===== src/rtl/bullet_controller.sv =====
// Player bullet motion controller: synchronises the fire button, launches on a
// frame tick, moves the bullet upward once per frame, retires it and holds off re-arm.
module bullet_controller #(
  parameter int PLAYER_Y        = 440,
  parameter int SPAWN_DX        = 8,
  parameter int SPEED           = 4,
  parameter int TOP_Y           = 16,
  parameter int HIDE_Y          = 1000,
  parameter int COOLDOWN_FRAMES = 8
) (
  input  logic       clk,
  input  logic       rst_n,
  input  logic       frame_tick,
  input  logic       fire,
  input  logic [9:0] player_x,
  input  logic       hit,
  output logic [9:0] bullet_x,
  output logic [9:0] bullet_y,
  output logic       active,
  output logic       fired
);

  localparam int CNT_W = (COOLDOWN_FRAMES < 2) ? 1 : $clog2(COOLDOWN_FRAMES + 1);

  localparam logic [1:0] S_IDLE = 2'd0;
  localparam logic [1:0] S_FLY  = 2'd1;
  localparam logic [1:0] S_COOL = 2'd2;

  logic [1:0]       state_q, state_d;
  logic             fire_s1_q, fire_s2_q, fire_dly_q;
  logic             fire_req_q, fire_req_d;
  logic [9:0]       bx_q, bx_d;
  logic [9:0]       by_q, by_d;
  logic             active_q, active_d;
  logic             fired_q, fired_d;
  logic [CNT_W-1:0] cnt_q, cnt_d;

  logic             fire_edge;
  logic [10:0]      spawn_sum;
  logic [9:0]       spawn_x;

  assign fire_edge = fire_s2_q & ~fire_dly_q;

  // Sum kept in 11 bits so a cannon near x=1023 cannot wrap before the clamp.
  assign spawn_sum = {1'b0, player_x} + 11'(SPAWN_DX);
  assign spawn_x   = (spawn_sum > 11'd639) ? 10'd639 : spawn_sum[9:0];

  always_comb begin
    state_d    = state_q;
    fire_req_d = fire_req_q;
    bx_d       = bx_q;
    by_d       = by_q;
    active_d   = active_q;
    fired_d    = 1'b0;
    cnt_d      = cnt_q;
    case (state_q)
      S_IDLE: begin
        active_d = 1'b0;
        by_d     = 10'(HIDE_Y);
        if (frame_tick && fire_req_q) begin
          bx_d       = spawn_x;
          by_d       = 10'(PLAYER_Y);
          active_d   = 1'b1;
          fired_d    = 1'b1;
          fire_req_d = 1'b0;
          state_d    = S_FLY;
        end else if (fire_edge) begin
          fire_req_d = 1'b1;
        end
      end
      S_FLY: begin
        // Retire before stepping so y never drops below TOP_Y or wraps.
        if (hit || (frame_tick && (by_q < 10'(TOP_Y + SPEED)))) begin
          by_d     = 10'(HIDE_Y);
          active_d = 1'b0;
          cnt_d    = CNT_W'(COOLDOWN_FRAMES);
          state_d  = S_COOL;
        end else if (frame_tick) begin
          by_d = by_q - 10'(SPEED);
        end
      end
      S_COOL: begin
        active_d = 1'b0;
        by_d     = 10'(HIDE_Y);
        if (cnt_q == '0) begin
          state_d = S_IDLE;
        end else if (frame_tick) begin
          cnt_d = cnt_q - 1'b1;
        end
      end
      default: begin
        state_d  = S_IDLE;
        active_d = 1'b0;
        by_d     = 10'(HIDE_Y);
      end
    endcase
  end

  always_ff @(posedge clk) begin
    if (!rst_n) begin
      state_q    <= S_IDLE;
      fire_s1_q  <= 1'b0;
      fire_s2_q  <= 1'b0;
      fire_dly_q <= 1'b0;
      fire_req_q <= 1'b0;
      bx_q       <= '0;
      by_q       <= 10'(HIDE_Y);
      active_q   <= 1'b0;
      fired_q    <= 1'b0;
      cnt_q      <= '0;
    end else begin
      state_q    <= state_d;
      fire_s1_q  <= fire;
      fire_s2_q  <= fire_s1_q;
      fire_dly_q <= fire_s2_q;
      fire_req_q <= fire_req_d;
      bx_q       <= bx_d;
      by_q       <= by_d;
      active_q   <= active_d;
      fired_q    <= fired_d;
      cnt_q      <= cnt_d;
    end
  end

  assign bullet_x = bx_q;
  assign bullet_y = by_q;
  assign active   = active_q;
  assign fired    = fired_q;

endmodule


===== config.mk =====
export PLATFORM = sky130hd
export DESIGN_NAME = bullet_controller
export DESIGN_NICKNAME = d
export VERILOG_FILES = /design/src/rtl/bullet_controller.sv
export SDC_FILE = /design/constraint.sdc
export NUM_CORES = 1
export LEC_CHECK = 0
export BUFFER_PORTS_ARGS = -buffer_cell sky130_fd_sc_hd__buf_2
export CAP_MARGIN = 30
export CORE_AREA = 2 2 58 60
export CTS_CLUSTER_DIAMETER = 120
export DETAILED_ROUTE_END_ITERATION = 10
export DIE_AREA = 0 0 60 62
export PLACE_DENSITY_LB_ADDON = 0.05
export SETUP_SLACK_MARGIN = 0.2
export SYNTH_ARGS = -nofsm -noshare
export SYNTH_HDL_FRONTEND = slang
export SYNTH_SLANG_ARGS = --single-unit
export TNS_END_PERCENT = 100

===== constraint.sdc =====
create_clock -name clk -period 1.8 [get_ports clk]
set_input_delay 0.09 -clock clk [delete_from_list [all_inputs] [get_ports clk]]
set_output_delay 0.09 -clock clk [all_outputs]
set_load 0.01 [all_outputs]

==> results of run 1 <==
[worst max-delay path, cell delays in order (launching register included)]
cell,delay [ps]
dfxtp_1,380
nor3_2,340
a31oi_1,190
o21ai_2,230
o211ai_1,120
and3_1,170
[cells in the mapped netlist (3+ instances only)]
| cell type | count |
|---|---|
| a31oi_1 | 7 |
| and2_1 | 9 |
| dfxtp_1 | 30 |
| ha_1 | 4 |
| inv_1 | 12 |
| nand2_1 | 25 |
| nand2b_1 | 3 |
| nand3_1 | 7 |
| nor2_1 | 11 |
| nor2b_1 | 3 |
| nor3_1 | 5 |
| nor3b_1 | 3 |
| o21ai_0 | 15 |
| o31ai_1 | 3 |
| xnor2_1 | 3 |
| xor2_1 | 4 |
[cell type report]
class                           count  area [um2]  area share
Multi-Input combinational cell    137       889.6      0.4635
Tap cell                           46       57.56     0.02999
Sequential cell                    30       608.1      0.3168
Timing Repair Buffer               43       240.2      0.1252
Inverter                           12       45.04     0.02347
Clock buffer                        8       78.83     0.04107
[final timing paths]
path	startpoint	endpoint	slack, ps	cells after the start
worst max-delay path	bullet_y[9]	cnt_q[2]	270	5
worst min-delay path	player_x[0]	bullet_x[0]	20	3
worst max register to register	bullet_y[9]	cnt_q[2]	270	5
worst min register to register	fire_s1_q	fire_s2_q	430	1
[state kept, by name, indices dropped and copies added, names as in the netlist]
| name | cells |
|---|---|
| fire_dly_q | 1 |
| fire_s2_q | 1 |
| state_q | 2 |
| cnt_q | 4 |
| fired | 1 |
| bullet_y | 8 |
| fire_s1_q | 1 |
| fire_req_q | 1 |
| active | 1 |
| bullet_x | 10 |
[metal layers]
layer	part of all wire	routed length, um	track usage
met5	0	0	0
met4	0.018	63	0.06984
met3	0.046	159	0.05797
met2	0.50	1731	0.3463
met1	0.44	1518	0.2322
[power by group through the flow]
stage | sequential [mW] | combinational, mW | clock [mW]
after floorplan | 0.699 | 0.0780 | 0
after global placement | 0.697 | 0.121 | 0
after detailed placement | 0.697 | 0.123 | 0
after CTS | 0.682 | 0.126 | 0.512
after global routing | 0.683 | 0.143 | 0.540
final | 0.681 | 0.128 | 0.500
[cell families after synthesis]
logic type,Yosys count
buffers and inverters,20
AND/OR/NAND/NOR,78
AO/OA/AOI/OAI,44
multiplexers,2
other,1
XOR/XNOR,7
adder cells (fa/ha/maj),4
flip-flops,30
[what timing repair did]
| item | in CTS | in global routing |
|---|---|---|
| endpoints found under the hold margin | 1 | 0 |
| hold buffers | 1 | 0 |
| resized for setup | 4 | 14 |
| buffers inserted | 0 | 1 |
| setup endpoints to repair | 9 | 21 |
| pin swaps | 0 | 2 |
==> summary.txt, run 1 <==
Synthesis
  • Distinct cells, synth: 49
  • Fraction of registers with async set/reset: 0
  • Multiplexer share of the synthesized area: 0.01384
  • Post-Synth Adder-Cell Area: 0.03257
  • Xor/xnor share of the synthesized area: 0.03990
  • Largest family of logic cells by synthesized area: simple AND/OR/NAND/NOR gates
  • Area of the mapped netlist: 1536 um2
  • Syn avg cell area: 8.261 um2
  • Predominant post-synthesis flop cell: dfxtp_1
  • Post-synthesis sequential area ratio: 0.3909
  • Synth area leader: dfxtp_1
  • Share of the synthesized area in the top cell type: 0.3909
  • Synth warnings: 0
  • Number of flops mapped to enable cells by yosys: 0
  • Gate Count Post-Synth: 186
  • Seq cells post-synth: 30
  • Top cells by area, synth: dfxtp_1 39%, nand2_1 6.1%, o21ai_0 4.9%, and2_1 3.7%, ha_1 3.3%
  • Simple-Gate Fraction of Synth Area: 0.2573
  • Compound-gate portion of the synthesized area: 0.1930

Clock tree
  • H-tree depth: 2
  • Skew-Pair Late Insertion Delay: 330 ps
  • CTS Buf Count: 5
  • CTS tree: yes
  • Clock slew at reported path FFs: 100 ps
  • Clk buf depth: 2
  • Clk sink count: 30
  • CTS root buffer: clkbuf_4

Critical path
  • CP Class: reg -> reg
  • Worst Setup End Kind: register
  • Critical Path Start Type: register
  • Worst endpoint required time: 2030 ps
  • CP max FO: 6
  • Critical path arrival: 1760 ps

Outcome
  • Status: complete, no violations

Layout
  • Layout area overhead: 24.92%
  • Number of antenna diodes: 0
  • Fin nets: 248
  • Fillers: 297
  • Commonest non-fill, non-tap cell in the layout: buf_2
  • Most frequent cells in the layout: 34 x buf_2, 26 x dfxtp_1, 25 x nand2_1
  • Post-Route Utilization: 0.6037
  • Layout cells sized above 1: 0.3087
  • Fin cells: 276
  • Final instance area: 1919 um2

STA
  • Hold_ws: 16.56 ps
  • Final setup violation count: 0
  • Unrepaired setup endpoints after global routing: true
  • Fin Setup TNS: 0 ps
  • Crit share post-route: 0.8506
  • Fmax: 0.6531 GHz
  • Slew Viols, Final: 0
  • Final Critical Period: 1531 ps
  • Setup Skew: 11.78 ps
  • Final WS setup: 268.9 ps
  • Final Hold Viols: 0

Placement
  • Placement Cell Area: 1758 um2
  • Placed cells: 266
  • Post-DP HPWL: 2.501 mm
  • Placement Setup Slack: 101.5 ps
  • Final Wtd Congestion: 0.8717
  • # port buffers: 34

Power and ir drop
  • Lkg Pwr: 0.8170 nW
  • Seq pwr share: 0.520
  • Sw power: 314.8 uW
  • Combinational Power Share: 0.098
  • Design Power: 1.309 mW
  • P_int: 994.3 uW
  • PwrDens: 682.1 nW/um2
  • Switch share: 0.2405
  • Worst VDD drop: 0.3962 mV
  • Clock network power share: 0.382

Floorplan
  • Core Box Area: 3179 um2
  • Die Area: 3720 um2
  • Die Span Y: 62 um
  • Die width: 60 um
  • IO Pins: 37
  • Starting density of the core: 0.4833
  • Std-Cell Rows: 21

Global route
  • First-pass GRT wire length: 5.464 mm
  • Grt ovf: 0
  • Vias in the first global route: 1,277
  • Tot GR Track Use: 0.1983
  • Pin count of the biggest net entering global routing: 22
  • Initial antenna violation count: 0

Route
  • Via-per-instance ratio: 5.333
  • Iter 0 DRT Violations: 91
  • Drt total wl: 3.473 mm
  • Pre-antenna DRT Iters: 4
  • Post-DR wirelength/cell: 12.58 um
  • # DRC: 0
  • Vias: 1,472
  • Routed Antenna Nets: 0

Worst hold path
  • Worst min path class: in -> reg

Flow run
  • Number of max-cap violations: 0
Note: power is estimated with default switching activity, not from simulation.
==> inputs of run 2 (changes only) <==
Settings changed: BUFFER_PORTS_ARGS -buffer_cell sky130_fd_sc_hd__buf_2 to not set, CORE_AREA 2 2 58 60 to 2 2 54 56, DIE_AREA 0 0 60 62 to 0 0 56 58, DONT_BUFFER_PORTS set to 1.
==> run 2 against run 1 <==
Effect of this change: the run now ends with hold timing left; sequential power rose by 0.6%; via count fell by 7.7%; fmax decreased by 5.5%; cell area fell by 9.1%; clock skew is 2.7 ps lower; final cell count down 17%; sequential cell count stayed put; combinational power is 26% lower; clock-buffer cell count down 1; critical endpoint unchanged; largest cell class unchanged; highest routed layer unchanged.
==> summary.txt, run 2 (same netlist as run 1, synthesis figures left out) <==
Critical path
  • CP max FO: 5 (-1)
  • CP Class: reg -> reg
  • Worst endpoint required time: 2020 ps (about the same)
  • Critical path arrival: 1840 ps (+80 ps)
  • Critical Path Start Type: register
  • Worst Setup End Kind: register

STA
  • Final setup violation count: 0 (unchanged)
  • Slew Viols, Final: 0 (unchanged)
  • Final Hold Viols: 25 (+25)
  • Hold_ws: -166.2 ps (-182.7 ps)
  • Setup Skew: 9.088 ps (-2.693 ps)
  • Unrepaired setup endpoints after global routing: true
  • Fin Setup TNS: 0 ps (unchanged)
  • Fmax: 0.6171 GHz (-5.5%)
  • Crit share post-route: 0.9002 (+0.04961)
  • Final Critical Period: 1620 ps (+89.30 ps)

Route
  • Routed Antenna Nets: 0 (unchanged)
  • Via-per-instance ratio: 5.930 (+11%)
  • Vias: 1,358 (-7.7%)
  • # DRC: 0 (unchanged)
  • Iter 0 DRT Violations: 33 (-64%)
  • Drt total wl: 3.390 mm (-2.4%)
  • Post-DR wirelength/cell: 14.80 um (+18%)
  • Pre-antenna DRT Iters: 4 (unchanged)

Global route
  • First-pass GRT wire length: 5.637 mm (+3.2%)
  • Grt ovf: 0 (unchanged)
  • Initial antenna violation count: 0 (unchanged)
  • GRT busiest layer: met2
  • Vias in the first global route: 1,346 (+5.4%)
  • Met2 Use GR: 0.3815 (+0.03524)
  • Routing usage on met3: 0.06696 (+0.008993)
  • GR met1 Demand/Resource: 0.2504 (+0.01812)
  • Pin count of the biggest net entering global routing: 28 (+27%)
  • Tot GR Track Use: 0.2222 (+0.02391)

Floorplan
  • Core Box Area: 2663 um2 (-16%)
  • Std-Cell Rows: 19 (-9.5%)
  • Die Area: 3248 um2 (-13%)
  • Starting density of the core: 0.5771 (+0.09379)
  • Die width: 56 um (-6.7%)
  • IO Pins: 37 (unchanged)
  • Die Span Y: 58 um (-6.5%)

Clock tree
  • Skew-Pair Late Insertion Delay: 320 ps (about the same)
  • Clock slew at reported path FFs: 90 ps (about the same)
  • Clk buf depth: 2 (unchanged)
  • Clk sink count: 30 (unchanged)
  • Hold buffers post-CTS: 8 (+7)
  • CTS tree: yes
  • H-tree depth: 2 (unchanged)
  • CTS root buffer: clkbuf_4
  • CTS Buf Count: 5 (unchanged)

Layout
  • Post-Route Utilization: 0.6551 (+0.05138)
  • Number of antenna diodes: 0 (unchanged)
  • Layout cells sized above 1: 0.1414 (-0.1673)
  • Commonest non-fill, non-tap cell in the layout: dfxtp_1
  • Most frequent cells in the layout: 28 x dfxtp_1, 25 x nand2_1, 14 x o21ai_0
  • Max FFs per register: 10 (unchanged)
  • Fillers: 241 (-19%)
  • Fin nets: 217 (-13%)
  • Layout area overhead: 13.52%

Outcome
  • Status: finished, violations left
  • Failing checks: hold timing

Placement
  • # port buffers: 0 (-100%)
  • Final Wtd Congestion: 0.8119 (-6.9%)
  • Post-DP HPWL: 2.292 mm (-8.3%)

Flow run
  • Number of max-cap violations: 0 (unchanged)

Power and ir drop
  • Lkg Pwr: 0.6868 nW (-16%)
  • Worst VDD drop: 0.6801 mV (+72%)
  • PwrDens: 652.6 nW/um2 (-4.3%)

Worst hold path
  • Worst min path class: in -> reg
[run 2: repair_timing]
| item | in CTS | in global routing |
|---|---|---|
| setup buffers | 0 | 0 |
| endpoints found under the setup margin | 11 | 19 |
| endpoints found under the hold margin | 30 | 24 |
| pin swaps | 0 | 2 |
| gates cloned | 0 | 0 |
| resized for setup | 5 | 13 |
[run 2: critical path, stage by stage (launching register included)]
cell and delay (ps):
dfxtp_1 410, nor3b_1 400, a31oi_2 190, o21ai_2 230, o211ai_1 110, and3_1 170
[run 2: layer usage]
layer | wire [um] | up-vias
met4 | 97 | 0
met1 | 1408 | 627
met3 | 182 | 10
met5 | 0 | -
met2 | 1702 | 43
li1 | - | 678
[run 2: report_power, final]
part           total, mW  leakage (nW)  switching (mW)  internal (mW)
clock              0.358        0.0254           0.211          0.147
sequential         0.685         0.243          0.0117          0.673
combinational     0.0953         0.418          0.0497         0.0456
total               1.14         0.687           0.273          0.866
[run 2: final timing paths]
kind / startpoint / slack [ps] / to / cells past startpoint
hold reg to reg: cnt_q[3] / 480 / cnt_q[3] / 2
setup / recovery: bullet_y[5] / 180 / cnt_q[2] / 5
hold / removal: rst_n / -170 / bullet_y[9] / 1
setup reg to reg: bullet_y[5] / 180 / cnt_q[2] / 5
[run 2: final cells by class]
cell class / instances / area, um2 / share of cell area
clock buffer: 7 / 45.04 / 0.02583
inverter: 12 / 45.04 / 0.02583
multi-input combinational: 137 / 899.6 / 0.5158
sequential: 30 / 605.6 / 0.3472
tap: 31 / 38.79 / 0.02224
timing repair buffer: 12 / 110.1 / 0.06313
[run 2: per-stage QoR]
step                      hold slack, ps  area (um2)  worst slack (ps)  instances  power (mW)
final                             -166.2        1744             179.6        229       1.138
after floorplan                    217.3        1540             239.1        187      0.7774
after CTS                         -180.5        1687             209.5        229       1.149
after global placement             168.5        1546             179.9        214      0.7744
after global routing              -179.1        1744             135.4        229       1.189
after detailed placement           168.1        1546             97.64        214      0.7769
==> inputs of run 3 (changes only) <==
Settings changed: PLACE_DENSITY set to 0.73, PLACE_DENSITY_LB_ADDON 0.05 to not set.
==> run 3 against run 2 <==
Effect of this change: the flow still finishes with violations (hold timing); non-clock buffer count fell by 2; register-to-register slack better by 70 ps; clock power increased by 7.3%; cell area fell by 1.4%.
==> summary.txt, run 3 (same netlist as run 1, synthesis figures left out) <==
Power and ir drop
  • PwrDens: 674.2 nW/um2 (+3.3%)
  • Worst VDD drop: 0.5910 mV (-13%)
  • Lkg Pwr: 0.6602 nW (-3.9%)

Layout
  • Post-Route Utilization: 0.6461 (-0.008928)
  • Max FFs per register: 10 (unchanged)
  • Layout cells sized above 1: 0.1531 (+0.01165)
  • Number of antenna diodes: 0 (unchanged)
  • Fin nets: 215 (-0.92%)
  • Most frequent cells in the layout: 27 x dfxtp_1, 25 x nand2_1, 15 x o21ai_0
  • Fillers: 233 (-3.3%)
  • Commonest non-fill, non-tap cell in the layout: dfxtp_1
  • Layout area overhead: 11.97%

Critical path
  • Crit-path slowest cell: or3b_2
  • Critical path arrival: 1760 ps (-80 ps)
  • Worst Setup End Kind: register
  • Critical Path Start Type: register
  • Crit path largest cell delay: 530 ps (+120 ps)
  • CP Class: reg -> reg
  • Cell Chain, Critical Path: or3b_2 > a31oi_2 > and2_4 > o211ai_1
  • Worst endpoint required time: 2010 ps (about the same)
  • Worst Reg-to-Reg Cells: 4 (-1)
  • CP max FO: 7 (+2)

STA
  • Final Critical Period: 1551 ps (-69.56 ps)
  • Final setup violation count: 0 (unchanged)
  • Fin Setup TNS: 0 ps (unchanged)
  • Final Hold Viols: 26 (+4.0%)
  • Setup Skew: 12.15 ps (+3.065 ps)
  • Crit share post-route: 0.8616 (-0.03864)
  • Slew Viols, Final: 0 (unchanged)
  • Hold_ws: -169.4 ps (-3.183 ps)
  • Fmax: 0.6448 GHz (+4.5%)
  • Unrepaired setup endpoints after global routing: true

Route
  • Routed Antenna Nets: 0 (unchanged)
  • Iter 0 DRT Violations: 53 (+61%)
  • # DRC: 0 (unchanged)
  • Pre-antenna DRT Iters: 4 (unchanged)
  • Vias: 1,366 (+0.59%)
  • Post-DR wirelength/cell: 14.63 um (-1.2%)
  • Via-per-instance ratio: 6.018 (+1.5%)
  • Drt total wl: 3.320 mm (-2.1%)

Placement
  • Post-DP HPWL: 2.329 mm (+1.6%)
  • Final Wtd Congestion: 0.8703 (+7.2%)
  • # port buffers: 0 (unchanged)

Global route
  • First-pass GRT wire length: 5.230 mm (-7.2%)
  • GRT busiest layer: met2
  • GR met1 Demand/Resource: 0.2406 (-0.009792)
  • Pin count of the biggest net entering global routing: 28 (unchanged)
  • Tot GR Track Use: 0.2076 (-0.01460)
  • Initial antenna violation count: 0 (unchanged)
  • Vias in the first global route: 1,265 (-6.0%)
  • Grt ovf: 0 (unchanged)
  • Met2 Use GR: 0.3328 (-0.04874)
  • Routing usage on met3: 0.07366 (+0.006696)

Outcome
  • Status: finished, violations left
  • Failing checks: hold timing

Clock tree
  • Clk sink count: 30 (unchanged)
  • CTS tree: yes
  • CTS root buffer: clkbuf_4
  • Skew-Pair Late Insertion Delay: 340 ps (+20 ps)
  • Clk buf depth: 2 (unchanged)
  • CTS Buf Count: 5 (unchanged)
  • Clock slew at reported path FFs: 100 ps (about the same)
  • H-tree depth: 2 (unchanged)

Worst hold path
  • Worst min path class: in -> reg
  • Cell count of the worst hold path: 1 (unchanged)

Floorplan
  • Core Box Area: 2663 um2 (unchanged)
  • Die Span Y: 58 um (unchanged)
  • IO Pins: 37 (unchanged)
  • Die width: 56 um (unchanged)
  • Starting density of the core: 0.5771 (unchanged)
  • Die Area: 3248 um2 (unchanged)
  • Std-Cell Rows: 19 (unchanged)

Flow run
  • Number of max-cap violations: 0 (unchanged)
-- run 3: layout make-up --
class / count / area [um2] / area share
Timing Repair Buffer: 10 / 92.59 / 0.05382
Multi-Input combinational cell: 137 / 884.6 / 0.5142
Tap cell: 31 / 38.79 / 0.02255
Inverter: 12 / 45.04 / 0.02618
Clock inverter: 2 / 15.01 / 0.008727
Clock buffer: 5 / 37.54 / 0.02182
Sequential cell: 30 / 606.8 / 0.3527
-- run 3: where the power goes --
group          internal (mW)  total [mW]  switching (mW)
combinational         0.0440      0.0912          0.0472
sequential             0.673       0.685          0.0114
clock                  0.144       0.384           0.240
-- run 3: path summary, 6_finish.rpt --
path / start / endpoint / slack (ps)
max: state_q[1] / bullet_y[8] / 250
min: rst_n / bullet_y[9] / -170
max reg2reg: state_q[1] / bullet_y[8] / 250
min reg2reg: active / active / 500
-- run 3: what timing repair did --
action | in CTS | in global routing
hold buffers | 6 | 1
endpoints found under the hold margin | 30 | 26
pin swaps | 0 | 1
gates cloned | 0 | 0
buffers inserted | 0 | 0
endpoints found under the setup margin | 13 | 15
gates resized for setup | 7 | 8
-- run 3: stage by stage --
stage | setup WS (ps) | cells | instance area [um2] | power, mW
2_1_floorplan | 239.1 | 187 | 1540 | 0.7774
3_3_place_gp | 185.0 | 213 | 1539 | 0.7739
3_5_place_dp | 98.26 | 213 | 1539 | 0.7765
4_1_cts | 196.6 | 226 | 1674 | 1.167
5_1_grt | 144.2 | 227 | 1720 | 1.207
6_report | 249.1 | 227 | 1720 | 1.160
-- run 3: worst max-delay path: cells and delay by family, from the launching register on --
family             cells  cell delay [ps]
and+or+nand+nor        2              740
DFF                    1              370
AOI/OAI and AO/OA      2              320
-- run 3: routing by layer --
| metal | part of all wire | routed length [um] |
|---|---|---|
| met1 | 0.43 | 1425 |
| met2 | 0.48 | 1603 |
| met3 | 0.067 | 221 |
| met4 | 0.021 | 70 |
| met5 | 0 | 0 |
